**config.mk**
```make
export PLATFORM = sky130hd
export DESIGN_NAME = memoria_principal_responder
export DESIGN_NICKNAME = d
export VERILOG_FILES = /design/src/rtl/memoria_principal_responder.sv
export SDC_FILE = /design/constraint.sdc
export NUM_CORES = 1
export LEC_CHECK = 0
export CAP_MARGIN = 20
export CORE_MARGIN = 2
export CORE_UTILIZATION = 40
export DETAILED_ROUTE_END_ITERATION = 8
export GPL_TIMING_DRIVEN = 0
export SYNTH_ARGS = -nofsm -noshare
export SYNTH_HDL_FRONTEND = slang
export SYNTH_SLANG_ARGS = --single-unit
```
**constraint.sdc**
```tcl
create_clock -name clock1 -period 5.7 [get_ports clock1]
set_input_delay 1.425 -clock clock1 [delete_from_list [all_inputs] [get_ports clock1]]
set_output_delay 1.425 -clock clock1 [all_outputs]
set_load 0.05 [all_outputs]
```
**src/rtl/memoria_principal_responder.sv**
```systemverilog
// Memory-side responder for cache misses: 32 x 8-bit backing store serving
// dirty-block write-backs and block fills with a programmable access latency.
module memoria_principal_responder #(
  parameter int unsigned LATENCIA     = 2,
  parameter int unsigned LARGURA      = 8,
  parameter int unsigned PROFUNDIDADE = 32
) (
  input  logic               clock1,
  input  logic               Reset,
  input  logic               solicitacao_de_leitura_na_memoria,
  input  logic               solicitacao_de_escrita_na_memoria,
  input  logic [4:0]         tag_de_leitura,
  input  logic [4:0]         tag_de_escrita,
  input  logic [LARGURA-1:0] bloco_a_ser_escrito_na_memoria,
  output logic [LARGURA-1:0] bloco_lido_da_memoria,
  output logic               leitura_pronta,
  output logic               escrita_concluida,
  output logic               ocupado,
  output logic               erro_solicitacao
);

  localparam int unsigned AW    = $clog2(PROFUNDIDADE);
  localparam logic [3:0]  CARGA = 4'(LATENCIA - 1);

  if (LATENCIA == 0 || LATENCIA > 15) begin : g_latencia_invalida
    $error("LATENCIA must be in 1..15");
  end

  typedef enum logic [1:0] {OCIOSO, ESCRITA, LEITURA} estado_t;

  estado_t            r_estado, w_estado_prox;
  logic [3:0]         r_cont, w_cont_prox;
  logic               r_pend, w_pend_prox;
  logic [4:0]         r_tag_lei, r_tag_esc;
  logic [LARGURA-1:0] r_dado_esc;
  logic [LARGURA-1:0] r_mem [PROFUNDIDADE];
  logic               w_req, w_captura, w_grava, w_le;

  assign w_req   = solicitacao_de_leitura_na_memoria | solicitacao_de_escrita_na_memoria;
  assign ocupado = (r_estado != OCIOSO);

  always_comb begin
    w_estado_prox = r_estado;
    w_cont_prox   = r_cont;
    w_pend_prox   = r_pend;
    w_captura     = 1'b0;
    w_grava       = 1'b0;
    w_le          = 1'b0;
    case (r_estado)
      OCIOSO: begin
        if (w_req) begin
          w_captura     = 1'b1;
          w_cont_prox   = CARGA;
          w_pend_prox   = solicitacao_de_leitura_na_memoria;
          w_estado_prox = solicitacao_de_escrita_na_memoria ? ESCRITA : LEITURA;
        end
      end
      ESCRITA: begin
        if (r_cont != 4'd0) begin
          w_cont_prox = r_cont - 4'd1;
        end else begin
          w_grava = 1'b1;
          // Combined request: the read phase starts right after the commit.
          if (r_pend) begin
            w_cont_prox   = CARGA;
            w_estado_prox = LEITURA;
          end else begin
            w_estado_prox = OCIOSO;
          end
        end
      end
      LEITURA: begin
        if (r_cont != 4'd0) begin
          w_cont_prox = r_cont - 4'd1;
        end else begin
          w_le          = 1'b1;
          w_pend_prox   = 1'b0;
          w_estado_prox = OCIOSO;
        end
      end
      default: w_estado_prox = OCIOSO;
    endcase
  end

  always_ff @(posedge clock1) begin
    if (!Reset) begin
      r_estado <= OCIOSO;
      r_cont   <= '0;
      r_pend   <= 1'b0;
    end else begin
      r_estado <= w_estado_prox;
      r_cont   <= w_cont_prox;
      r_pend   <= w_pend_prox;
    end
  end

  always_ff @(posedge clock1) begin
    if (!Reset) begin
      bloco_lido_da_memoria <= '0;
      leitura_pronta        <= 1'b0;
      escrita_concluida     <= 1'b0;
      erro_solicitacao      <= 1'b0;
      r_tag_lei             <= '0;
      r_tag_esc             <= '0;
      r_dado_esc            <= '0;
      for (int unsigned i = 0; i < PROFUNDIDADE; i++) begin
        r_mem[AW'(i)] <= LARGURA'(i);
      end
    end else begin
      leitura_pronta    <= w_le;
      escrita_concluida <= w_grava;
      erro_solicitacao  <= w_req && (r_estado != OCIOSO);
      if (w_captura) begin
        r_tag_lei  <= tag_de_leitura;
        r_tag_esc  <= tag_de_escrita;
        r_dado_esc <= bloco_a_ser_escrito_na_memoria;
      end
      if (w_grava) r_mem[r_tag_esc] <= r_dado_esc;
      if (w_le) bloco_lido_da_memoria <= r_mem[r_tag_lei];
    end
  end

endmodule

```
======== Yosys cells after proc, flatten, opt, wreduce, memory -nomap -nowiden ========
Memory sizes are Yosys's and may differ from the RTL's. A register that Yosys moved wholly into a read port is not among the register bits.
Index checks and enable logic that the tools add are counted.
word-level totals
  register bits ........................... 28
  memory bits (writable) .................. 256
  input bits .............................. 22
  output and inout bits ................... 12
  word-level logic and storage cells ...... 56
  memories ................................ 1
memories
  memory  depth  bits a word  rd ports  clocked after memory_dff  write ports  RTL line  text
  r_mem   32     8            1         1                         32           36        logic [LARGURA-1:0] r_mem [PROFUNDIDADE];
cells by class
  add/subtract/negate cells ............... 1
  equality and inequality tests ........... 7
  muxes and demuxes ....................... 26
  bitwise gates (word level) .............. 1
  reductions and logical operators ........ 11
operators by type and width
  cell                   count
  $mux W4                4
  $mux W1                12
  $pmux W4 S3            1
  $mux W2                5
  $mux W8                1
  $ne A2 B2 Y1 const B   4
  $reduce_or A8 Y1       1
  $pmux W2 S3            1
  $reduce_and A3 Y1      2
  $mux W5                1
  $reduce_and A4 Y1      1
  $reduce_bool A2 Y1     2
  $reduce_bool A4 Y1     1
  $sub A4 B1 Y4 const B  1
  $ne A3 B3 Y1 const B   1
  $reduce_bool A3 Y1     1
  $eq A2 B1 Y1 const B   1
  $eq A2 B2 Y1 const B   1
  $logic_not A2 Y1       1
  $pmux W1 S2            1
  $logic_and A1 B1 Y1    1
  $logic_not A1 Y1       1
  $or A1 B1 Y1           1

======== Longest topological paths before layout ========
Gate-level depths: netlist of the first run.
  depth in word-level cells ............... 8
  mapped depth ............................ 9
  depth with buffers taken out ............ 7

======== Worst setup path after synthesis of the first run ========
No wires, ideal clock.
  kind .................................... input to register
  start point ............................. in Reset
  end point ............................... mem r_mem[22][0] (enable)
  setup time .............................. 0.384 ns
  arrival ................................. 2.753 ns
  required time ........................... 5.316 ns
  setup slack ............................. 2.563 ns
  stages .................................. 5
  buffers on the path ..................... 1
  cells stage by stage .................... nand2_1 > nor3_2 > nand3_1 > clkbuf_1 > o21ai_0
RTL lines
  element          RTL line  text
  start, declared  9         input logic Reset,
  end, declared    36

==> metrics.md, run 1 <==
| Metric | Value |
|---|---|
| Outcome | complete, no violations |
| Routed wire length | 40.3 mm |
| Dominant synthesized flop cell | edfxtp_1 |
| Placer Congestion | 0.932 |
| Period minus WS final | 3.95 ns |
| R2R Setup Slk | 2.45 ns |
| Total Routing Usage GR | 23.1% |
| Hold violation total from the final report | 0 |
| Worst r2r src | r_cont[0]$_SDFFE_PN0P_ |
| Min Hold Slack | ~0.47 ns |
| Post-DP Area | 14600 µm² |
| Final design utilization | 46.9% |
| I/O pin cnt | 34 |
| Hold crit path type | flip-flop to flip-flop |
| Share of cells above drive strength 1 | 8.27% |
| CTS tree | done |
| DR WL/cell | 24.2 µm |
| Post-DP HPWL | a little under 30 mm |
| Grt ovf | 0 |
| Crit path cell chain | clkdlybuf4s50_1 > nand2_1 > nor3_2 > nand2_1 > clkbuf_1 > o21ai_0 > buf_4 |
| Worst-Skew Late Latency | roughly 0.5 ns |
| Setup repair bufs after CTS | 0 |
| Syn avg cell area | around 12 µm² |
| Pins Over Slew Limit | 0 |
| Busiest metal layer after global routing | met2 |
| Port Buffers | 33 |
| GRT met3 Usage | 4.64% |
| Post-synth EDFFs | 256 |
| Crit Path Max Fanout | 10 |
| Die width | ~190 µm |
| Synth cell types | 38 |
| Slew HR | 28.6% |
| Startpoint of the worst hold path | r_cont[1]$_SDFFE_PN0P_ |
| Initial antenna violation count | 1 |
| Placed instance count | roughly 1.6k |
| Final setup fails | 0 |
| Post-CTS Resized | 0 |
| Largest net degree at the start of global routing | 13 |
| Via count | 9266 |
| Die area | ~35000 µm² |
| Syn-to-layout area delta | 16.0% |
| Row cnt | 67 |
| TritonRoute pass-1 iters | 7 |
| Setup repair after global routing missed its margin | false |
| Filler cells | approximately 3.0k |
| Period Utilization, post-route | 69.3% |
| Met2 usage | 36.0% |
| YS warnings | 0 |
| CTS buffer count | 34 |
| #FFs+latches synth | 292 |
| CP required | 5.92 ns |
| RR Endpoint | r_mem[4][7]$_SDFFCE_PN0P_ |
| Mapped Area | 13500 µm² |
| M1 GR Usage | about a third |
| Tightest Pin Transition | 1.06 ns |
| CTS clk-pin slew, worst paths | approximately 0.06 ns |
| Fin Setup TNS | 0 ns |
| Initial Utilization | 40.5% |
| Crit path kind | primary input to flip-flop |
| Most common cell on crit path | nand2_1 |
| Post-synthesis sequential area ratio | 62.1% |
| Crit. End Element | flip-flop |
| DRT iter0 DRCs | 927 |
| CP startpoint kind | primary input |
| Synthesized instance count | about 1.1k |
| Cts hold-fix bufs | 0 |
| Worst EP arrival | 4.16 ns |
| Reg2Reg Depth | 9 |
| F_max | about 250 MHz |
| Slowest CP cell | clkdlybuf4s50_1 |
| WHS Endpoint | r_cont[1]$_SDFFE_PN0P_ |
| Fraction of registers with async set/reset | 0% |
| Layout Nets | 1224 |
| Leak pwr | approximately 5.1 nW |
| Delay of the slowest critical-path stage | 0.67 ns |
| Commonest non-fill, non-tap cell in the layout | edfxtp_1 |
| Final ANT Viol Nets | 0 |
| Root Driver | clkbuf_16 |
| Worst vdd rail ir drop | between 0.0002 and 0.00025 V |
| Final Cell Area | 15700 µm² |
| Diodes inserted | 0 |
| Sink Count | 292 |
| Power Density | about 360 nW/µm² |
| Fin cells | 1669 |
| Via-per-instance ratio | 5.55 |
| Drc violations | 0 |
| Syn nets | ~1.1k |
| Maximum clock path buffer count | 3 |
| Core Footprint | 33400 µm² |
| # Max-Cap Violations | 0 |
| Htree depth | 2 |
| Worst hold stages | 2 |
| Vias in the first global route | 9245 |
| Most frequent cells in the layout | edfxtp_1 (256), and2_1 (177), mux2i_1 (128) |
| Die Y | 188 µm |
| Clock skew | around 0.018 ns |
| First-pass GRT wire length | ~60 mm |
worst max-delay path by stage:
| stage | cells after the start | slack (ns) | to | startpoint |
|---|---|---|---|---|
| finish | 7 | 1.75 | r_mem[4][7]$_SDFFCE_PN0P_ | Reset |
| global route | 7 | 1.54 | r_mem[4][7]$_SDFFCE_PN0P_ | Reset |
| CTS | 6 | 1.49 | r_mem[17][4]$_SDFFCE_PN1P_ | Reset |
| detailed placement | 6 | 0.99 | r_mem[17][7]$_SDFFCE_PN0P_ | Reset |
| global placement | 6 | 0.70 | r_mem[3][7]$_SDFFCE_PN0P_ | Reset |
| floorplan | 5 | 2.56 | r_mem[22][0]$_SDFFCE_PN0P_ | Reset |
synth_stat cells (3+ instances only):
cell | number | area share [%]
buf_6 | 6 | 0.50
inv_1 | 8 | 0.22
nand2b_1 | 4 | 0.18
o21ai_0 | 46 | 1.7
dfxtp_1 | 36 | 5.3
nor2_1 | 43 | 1.2
buf_2 | 4 | 0.15
a22oi_1 | 64 | 3.5
nor3_1 | 3 | 0.11
buf_4 | 5 | 0.28
nand2_1 | 49 | 1.4
or4_1 | 8 | 0.44
edfxtp_1 | 256 | 57
mux2i_1 | 128 | 9.5
a21oi_1 | 68 | 2.5
nor2b_1 | 4 | 0.18
and2_1 | 177 | 8.2
clkbuf_1 | 75 | 2.1
or3_1 | 80 | 3.7
ha_1 | 6 | 0.55
routing by layer:
metal	wire [µm]	vias to the layer above	part of all wire (%)
met5	13	-	0.032
met4	1420	2	3.5
met3	3650	108	9.0
met2	18000	502	45
met1	17200	4455	43
li1	-	4199	-
state kept, by name, summed over array words and instances, names as in the netlist:
register,flops
r_estado,2
r_tag_esc,5
leitura_pronta,1
r_tag_lei,5
r_mem,256
erro_solicitacao,1
r_cont,4
r_dado_esc,8
escrita_concluida,1
r_pend,1
bloco_lido_da_memoria,8
critical path, delay by kind of cell:
kind                   cells  cell delay [ns]
AO/OA/AOI/OAI              1             0.64
buffers and inverters      3             1.23
AND/OR/NAND/NOR            3             0.85
report_power, final:
group	total, mW	internal, mW	leakage [nW]	switching [mW]
clock network	2.13	1.29	0.531	0.841
registers	2.48	2.41	2.65	0.0711
logic	0.982	0.300	1.89	0.682
total	5.59	4.00	5.07	1.59
layout make-up:
type / instances / area, µm² / share of cell area [%]
tap: 448 / 561 / 3.57
timing repair buffer: 64 / 515 / 3.28
inverter: 9 / 33.8 / 0.215
multi-input combinational: 699 / 4630 / 29.5
clock buffer: 51 / 988 / 6.30
sequential: 292 / 8410 / 53.6
clock inverter: 10 / 96.3 / 0.614
buffer: 96 / 462 / 2.94
kinds of logic (layout without fill, tap and decap cells):
logic type | count (synthesis) | in the layout | synth area share, %
mux | 128 | 128 | 9.47
buf+inv | 105 | 230 | 3.66
flops | 292 | 292 | 62.1
fa+ha+maj | 6 | 6 | 0.555
simple gates | 380 | 380 | 16.0
compound gates | 185 | 185 | 8.15
stage by stage:
stage	total power [mW]	setup slack [ns]
final	5.59	1.75
after global routing	5.76	1.54
after CTS	5.59	1.49
after detailed placement	3.48	0.987
after global placement	3.47	0.698
after floorplan	3.08	2.56
Power figures use the tool's default switching activity.
==> run 2: changes to the inputs <==
clock period = 4 ns   (was 5.7 ns; I/O delays follow)
==> results of run 2 <==
The final DEF is identical to that of run 1. Status: complete, no violations.
Among the figures that moved: setup slack after placement 0.987 ns -> -0.288 ns; setup slack after layout 1.75 ns -> 0.477 ns; register-to-register setup slack 2.45 ns -> 0.75 ns; total power 5.59 mW -> 7.96 mW; worst IR drop on VDD 0.000221 V -> 0.000315 V
